`config.mk`:
```
export PLATFORM = sky130hd
export DESIGN_NAME = serial_unpacker
export DESIGN_NICKNAME = d
export VERILOG_FILES = /design/src/rtl/serial_unpacker.sv
export SDC_FILE = /design/constraint.sdc
export NUM_CORES = 1
export LEC_CHECK = 0
export CAP_MARGIN = 20
export CORE_UTILIZATION = 40
export CTS_CLUSTER_DIAMETER = 100
export DETAILED_ROUTE_END_ITERATION = 8
export PLACE_DENSITY_LB_ADDON = 0.15
export SKIP_CTS_REPAIR_TIMING = 1
export SLEW_MARGIN = 0
export SYNTH_ARGS = -nofsm -noshare
export SYNTH_HDL_FRONTEND = slang
export SYNTH_SLANG_ARGS = --single-unit
```
`constraint.sdc`:
```
create_clock -name clock -period 2.15 [get_ports clock]
set_input_delay 0.3225 -clock clock [delete_from_list [all_inputs] [get_ports clock]]
set_output_delay 0.3225 -clock clock [all_outputs]
set_load 0.05 [all_outputs]
```
`src/rtl/serial_unpacker.sv`:
```
// Receive side of the one-bit serial framing: start bit, WIDTH data bits, optional parity,
// presented on a valid/ready word port with a sticky overrun flag.
//
// state | meaning
// IDLE  | waiting for a start bit (rx_bit=0) on a qualified cycle
// DATA  | shifting in WIDTH data bits
// PAR   | waiting for the parity bit
// HOLD  | word presented, waiting for out_ready
module serial_unpacker #(
    parameter int WIDTH     = 8,
    parameter int MSB_FIRST = 0,
    parameter int PARITY    = 0
) (
    input  logic             clock,
    input  logic             reset,
    input  logic             rx_valid,
    input  logic             rx_bit,
    output logic [WIDTH-1:0] out_data,
    output logic             out_valid,
    input  logic             out_ready,
    output logic             out_perr,
    output logic             overrun,
    output logic             busy
);

    localparam int CW = $clog2(WIDTH + 1);
    localparam logic [CW-1:0] LAST = CW'(WIDTH - 1);
    localparam bit HAS_PARITY = (PARITY != 0);

    typedef enum logic [1:0] {IDLE, DATA, PAR, HOLD} state_t;

    state_t           state;
    logic [CW-1:0]    count;
    logic [WIDTH-1:0] shift;
    logic [WIDTH-1:0] shift_next;
    logic             perr_calc;
    logic             start_bit;

    assign start_bit = rx_valid && !rx_bit;
    assign busy      = (state != IDLE);

    generate
        if (WIDTH == 1) begin : g_one_bit
            assign shift_next = rx_bit;
        end else if (MSB_FIRST != 0) begin : g_msb_first
            assign shift_next = {shift[WIDTH-2:0], rx_bit};
        end else begin : g_lsb_first
            assign shift_next = {rx_bit, shift[WIDTH-1:1]};
        end
    endgenerate

    // In PAR the shift register already holds the complete word.
    generate
        if (PARITY == 0) begin : g_no_parity
            assign perr_calc = 1'b0;
        end else if (PARITY == 1) begin : g_even_parity
            assign perr_calc = (^shift) ^ rx_bit;
        end else begin : g_odd_parity
            assign perr_calc = ~((^shift) ^ rx_bit);
        end
    endgenerate

    always_ff @(posedge clock) begin
        if (reset) begin
            state     <= IDLE;
            count     <= '0;
            shift     <= '0;
            out_data  <= '0;
            out_valid <= 1'b0;
            out_perr  <= 1'b0;
            overrun   <= 1'b0;
        end else begin
            case (state)
                IDLE: begin
                    if (start_bit) begin
                        state <= DATA;
                        count <= '0;
                    end
                end
                DATA: begin
                    if (rx_valid) begin
                        shift <= shift_next;
                        count <= count + CW'(1);
                        if (count == LAST) begin
                            if (HAS_PARITY) begin
                                state <= PAR;
                            end else begin
                                state     <= HOLD;
                                out_data  <= shift_next;
                                out_valid <= 1'b1;
                                out_perr  <= 1'b0;
                            end
                        end
                    end
                end
                PAR: begin
                    if (rx_valid) begin
                        state     <= HOLD;
                        out_data  <= shift;
                        out_valid <= 1'b1;
                        out_perr  <= perr_calc;
                    end
                end
                HOLD: begin
                    if (out_ready) begin
                        out_valid <= 1'b0;
                        out_perr  <= 1'b0;
                        // A start bit coinciding with acceptance begins the next frame.
                        if (start_bit) begin
                            state <= DATA;
                            count <= '0;
                        end else begin
                            state <= IDLE;
                        end
                    end else if (start_bit) begin
                        overrun <= 1'b1;
                    end
                end
                default: state <= IDLE;
            endcase
        end
    end

endmodule
```
==> results of run 1 <==
[placed cells by master, fill, tap and decap left out, types with 6 or more instances in the layout]
cell type and count:
nand3_1 8, mux2i_1 8, nand2_1 15, ha_1 7
a21oi_1 11, buf_4 6, inv_1 6, dfxtp_1 24
a211oi_1 8, nor2_1 13, clkdlybuf4s50_1 14
[power by group through the flow]
stage	registers, mW	clock network, mW	logic, mW
2_1_floorplan	0.637	0	0.393
3_3_place_gp	0.538	0	0.621
3_5_place_dp	0.541	0	0.633
4_1_cts	0.531	0.246	0.635
5_1_grt	0.539	0.265	0.693
6_report	0.531	0.237	0.634
[final timing paths]
path | from | end | slack, ns | cells past startpoint
max | state[1] | out_data[5] | 0.33 | 6
min | shift[0] | shift[0] | 0.47 | 2
max reg2reg | state[1] | out_data[5] | 0.33 | 6
min reg2reg | shift[0] | shift[0] | 0.47 | 2
[registers in the layout, summed over array words and instances (netlist names)]
name	flops
shift	8
out_data	8
overrun	1
out_valid	1
state	2
count	4
[layer usage]
metal | vias to the layer above | wire length [microns]
met5 | - | 0
met4 | 0 | 46
met3 | 6 | 89
met2 | 18 | 1020
met1 | 461 | 1270
li1 | 516 | -
[Yosys cell counts, types with 2 or more instances]
| master | n | area [sq um] |
|---|---|---|
| nand2b_1 | 3 | 18.8 |
| o41ai_2 | 2 | 32.5 |
| a211oi_1 | 8 | 60.1 |
| a21oi_1 | 11 | 55.1 |
| nand2_1 | 15 | 56.3 |
| buf_4 | 2 | 15.0 |
| clkbuf_1 | 5 | 18.8 |
| buf_6 | 2 | 22.5 |
| nand3_1 | 8 | 40.0 |
| o211ai_1 | 2 | 15.0 |
| inv_1 | 6 | 22.5 |
| ha_1 | 7 | 87.6 |
| mux2i_1 | 8 | 80.1 |
| dfxtp_1 | 24 | 480 |
| a211oi_2 | 2 | 25.0 |
| nor2_1 | 13 | 48.8 |
| nor2b_1 | 2 | 12.5 |
[layout make-up]
class	instances	area [sq um]	area share [%]
well taps	31	38.8	2.67
clock buffers	4	36.3	2.50
flip-flops and latches	24	480	33.1
inverters	6	22.5	1.55
multi-input cells	97	687	47.4
repair buffers	20	185	12.8
[kinds of logic (layout without fill, tap and decap cells)]
kind of cell / after synthesis / count (layout) / synth area share, %
adder cells (fa/ha/maj): 7 / 7 / 7.03
buffers and inverters: 15 / 30 / 6.32
other: 1 / 1 / 0.301
flip-flops: 24 / 24 / 38.6
AND/OR/NAND/NOR: 47 / 47 / 18.2
AO/OA/AOI/OAI: 34 / 34 / 23.2
multiplexers: 8 / 8 / 6.43
[stage by stage]
stage          hold WS, ns  power, mW  cell area [sq um]  utilization (%)  instances
6_report             0.467       1.40               1450             50.8        182
3_5_place_dp         0.450       1.17               1410             49.6        178
2_1_floorplan        0.436       1.03               1250                -        136
5_1_grt              0.485       1.50               1450             50.8        182
3_3_place_gp         0.445       1.16               1410             49.6        178
4_1_cts              0.468       1.41               1450             50.8        182
[critical path: stages, from the launching register on]
cell	delay, ns
dfxtp_1	0.37
inv_1	0.13
ha_1	0.34
nand4b_1	0.20
a21boi_4	0.41
nor2_1	0.07
a211oi_1	0.22
==> flow_summary.yaml, run 1 <==
run_status:
  status: "finished, final reports clean"
final_layout:
  n_fill_cell: 285
  syn_to_final_growth_pct: 16.4
  fin_nets: 164
  layout-drive-gt1-share_pct: 11.3
  insertedDiodeCount: 0
floorplan:
  row_count: 19
  die_y_microns: 57.8
  die_w_microns: 57.8
  die-area_sq_um: 3340
  core_area_sq_um: 2850
  start_util_pct: 43.7
  ios: 17
cts:
  cts_tree: "yes"
  htreeDepth: 1
  clock_path_buffers: 2
  cts.sinks: 24
  worstSkewPairLatency_ns: 0.31
  numCtsBuffers: 3
  path_clk_slew_ns: 0.13
  cts_root_buffer: "clkbuf_4"
pwr:
  p_seq_share_pct: 37.9
  internal_power_mw: 0.824
  peakVddDrop_mv: 0.314
  power_density_nw_per_um2: 967
  clkPwrFrac_pct: 16.9
  p_leak_nw: 0.521
  power_switching_mw: 0.578
  sw_frac_of_total_pct: 41.2
  combPwrFrac_pct: 45.2
run:
  maxCapViolCount: 0
sta:
  hold_viol: 0
  timing.fmax_mhz: 549
  rsz0062_at_grt: "no"
  maxSlewViolCount: 0
  worst_slack_ns: 0.328
  finalCritPeriodShare_pct: 84.7
  finClkSkew_ns: 0.00637
  tns_ns: 0
  min_period_ns: 1.82
  finalSetupViolations: 0
global_routing:
  grtUsageMet2_pct: 22.7
  antenna_found_initial: 0
  grt_max_degree: 17
  grt_pass1_vias: 932
  grt_util_met3_pct: 3.13
  grt-ovfl-total: 0
  busiest_layer: "met2"
  grt_pass1_wl_microns: 4110
  grt_use_total_pct: 15.4
  use_met1_pct: 22.3
route:
  drt-initial-drc-count: 23
  drcViolationCount: 0
  wl_per_cell_microns: 13.3
  drtAntennaViolNets: 0
  drt-total-wl_microns: 2420
  viasPerCell: 5.50
  firstDrtPassIters: 4
  vias: 1001
placed_design:
  hpwl_microns: 1830
  place.gp.congestion: 0.804
  pre_cts_ws_ns: 0.236
  io_buffers: 15
logic_synthesis:
  synth-main-ff-cell: "dfxtp_1"
  syn-cell-area_sq_um: 1250
  synthesis.nets: 148
  ys_seq_area_share_pct: 38.6
  postSynthAreaPerCell_sq_um: 9.16
  netlist_instances: 136
  synth_seq_cells: 24
  synth_cell_types: 33
  synth-edff-count: 0
  synth_warnings: 0
  ys_async_sr_fraction_pct: 0
worst_setup_path:
  criticalPathCategory: "flip-flop to flip-flop"
  cp-end-kind: "flip-flop"
  cp.arrival_ns: 2.06
  cp.required_ns: 2.39
  worstSetupStartpointType: "flip-flop"
  cp_max_fo: 16
worst_hold_path:
  hp-class: "flip-flop to flip-flop"
Note: power is estimated with default switching activity, not from simulation.
==> inputs of run 2 (changes only) <==
==> constraint.sdc (replaced) <==
create_clock -name clock -period 1.9 [get_ports clock]
set_input_delay 0.285 -clock clock [delete_from_list [all_inputs] [get_ports clock]]
set_output_delay 0.285 -clock clock [all_outputs]
set_load 0.05 [all_outputs]
==> run 2 against run 1 <==
  * Total power increased by 27%
  * Global-route usage up 0.36 points
  * First-iteration DRC count up 70%
  * Largest cell class unchanged
  * Clock power up 57%
  * Critical endpoint is now out_data[5]
  * Clock skew fell by 0.00092 ns
  * Routed wire length up 3.1%
  * Final area is 6.3% higher
  * Sequential cell count unchanged
  * Via count is 2.1% higher
  * Core utilization grew 3.2 points
  * Cell count rose by 2.7%
  * Critical path depth is 5 lower
==> flow_summary.yaml, run 2 (synthesized netlist as in run 1, its figures left out) <==
run_status:
  status: "finished, final reports clean"
route:
  wl_per_cell_microns: 13.4
  drt-total-wl_microns: 2500
  drtAntennaViolNets: 0
  drt-initial-drc-count: 39
  vias: 1022
  viasPerCell: 5.47
  firstDrtPassIters: 4
  drcViolationCount: 0
worst_setup_path:
  crit_chain: "clkdlybuf4s50_1"
  critPathBufInv: 1
  cp.required_ns: 1.62
  cp_top_family: "buffers and inverters"
  cp_max_fo: 2
  worstSetupStartpointType: "flip-flop"
  cp_slowest_cell: "clkdlybuf4s50_1"
  cp.arrival_ns: 1.49
  cp-end-kind: "primary output"
  critPathMaxStageDelay_ns: 0.80
  criticalPathCategory: "flip-flop to primary output"
sta:
  min_period_ns: 1.77
  finalSetupViolations: 0
  finalCritPeriodShare_pct: 93.2
  worst_slack_ns: 0.130
  timing.fmax_mhz: 565
  whs_ns: 0.471
  maxSlewViolCount: 0
  hold_viol: 0
  relSlewSlack_pct: 66.8
  worst_pin_slew_ns: 0.497
  rsz0062_at_grt: "no"
  finClkSkew_ns: 0.00545
  tns_ns: 0
pwr:
  combPwrFrac_pct: 45.4
  power_switching_mw: 0.681
  p_leak_nw: 0.564
  p_seq_share_pct: 33.7
  internal_power_mw: 1.10
  peakVddDrop_mv: 0.633
  clkPwrFrac_pct: 20.9
  power_density_nw_per_um2: 1150
  sw_frac_of_total_pct: 38.3
final_layout:
  top_regs: "out_data (8), shift (8), count (4)"
  final_common_cell: "dfxtp_1"
  layout-drive-gt1-share_pct: 14.1
  syn_to_final_growth_pct: 23.7
  fin_cells: 187
  n_fill_cell: 273
  layout_common_cells: "24 x dfxtp_1, 15 x nand2_1, 14 x clkdlybuf4s50_1"
  fin_nets: 169
  insertedDiodeCount: 0
  post-route-util_pct: 54.0
cts:
  htreeDepth: 1
  cts_tree: "yes"
  numCtsBuffers: 3
  cts_root_buffer: "clkbuf_4"
  worstSkewPairLatency_ns: 0.31
  cts.sinks: 24
  clock_path_buffers: 2
  path_clk_slew_ns: 0.14
global_routing:
  grt-ovfl-total: 0
  antenna_found_initial: 0
  grt_max_degree: 17
  grt_use_total_pct: 15.8
  grt_pass1_wl_microns: 4090
  grt_pass1_vias: 906
run:
  maxCapViolCount: 0
floorplan:
  die_w_microns: 57.8
  die-area_sq_um: 3340
  core_area_sq_um: 2850
  die_y_microns: 57.8
  row_count: 19
  start_util_pct: 43.7
  ios: 17
placed_design:
  place.gp.congestion: 0.772
  io_buffers: 15
  hpwl_microns: 1850
  placed_cells_incl_taps: 181
  pre_cts_ws_ns: 0.0206
worst_hold_path:
  hp-class: "flip-flop to flip-flop"
==> run 2: cell types whose count changed in the layout (fill, tap and decap cells not counted), sizes merged <==
cell	previous run	this run
bufinv	0	1
clkbuf	4	3
buf	6	11
==> run 2: stage by stage <==
step | total power [mW] | area [sq um]
global placement | 1.37 | 1450
global route | 1.88 | 1540
finish | 1.78 | 1540
CTS | 1.76 | 1500
detailed placement | 1.38 | 1450
floorplan | 1.17 | 1250
==> run 2: worst paths after layout <==
check,slack [ns],to,from,cells past startpoint
setup / recovery,0.13,out_data[5],out_data[5],1
hold / removal,0.47,shift[0],shift[0],2
setup reg to reg,0.14,state[1],state[0],6
hold reg to reg,0.47,shift[0],shift[0],2
==> run 2: cell type report <==
| class | instances | area, sq um | share of cell area (%) |
|---|---|---|---|
| multi-input combinational | 97 | 699 | 45.4 |
| sequential | 24 | 480 | 31.2 |
| timing repair buffer | 25 | 248 | 16.1 |
| tap | 31 | 38.8 | 2.52 |
| clock inverter | 1 | 30.0 | 1.95 |
| clock buffer | 3 | 22.5 | 1.46 |
| inverter | 6 | 22.5 | 1.46 |
==> run 2: routing by layer <==
layer  vias up  routed length, microns  share of wire (%)  global-route usage, %
li1        529                       -                  -                      -
met1       465                    1290                 51                   22.8
met2        26                    1100                 44                   23.3
met3         2                     101                4.0                   3.13
met4         0                      13               0.52                   5.78
met5         -                       0                  0                      0
==> run 2: power by group through the flow <==
stage	Combinational [mW]	Sequential [mW]	Clock, mW
2_1_floorplan	0.445	0.721	0
3_3_place_gp	0.763	0.609	0
3_5_place_dp	0.769	0.611	0
4_1_cts	0.774	0.600	0.384
5_1_grt	0.873	0.610	0.401
6_report	0.808	0.599	0.371
==> inputs of run 3 (changes only) <==
--- a/config.mk
+++ b/config.mk
@@ -11,7 +11,6 @@
 export DETAILED_ROUTE_END_ITERATION = 8
 export PLACE_DENSITY_LB_ADDON = 0.15
 export SKIP_CTS_REPAIR_TIMING = 1
-export SLEW_MARGIN = 0
 export SYNTH_ARGS = -nofsm -noshare
 export SYNTH_HDL_FRONTEND = slang
 export SYNTH_SLANG_ARGS = --single-unit
==> results of run 3 <==
Final layout, timing and power as in run 2 (identical DEF).
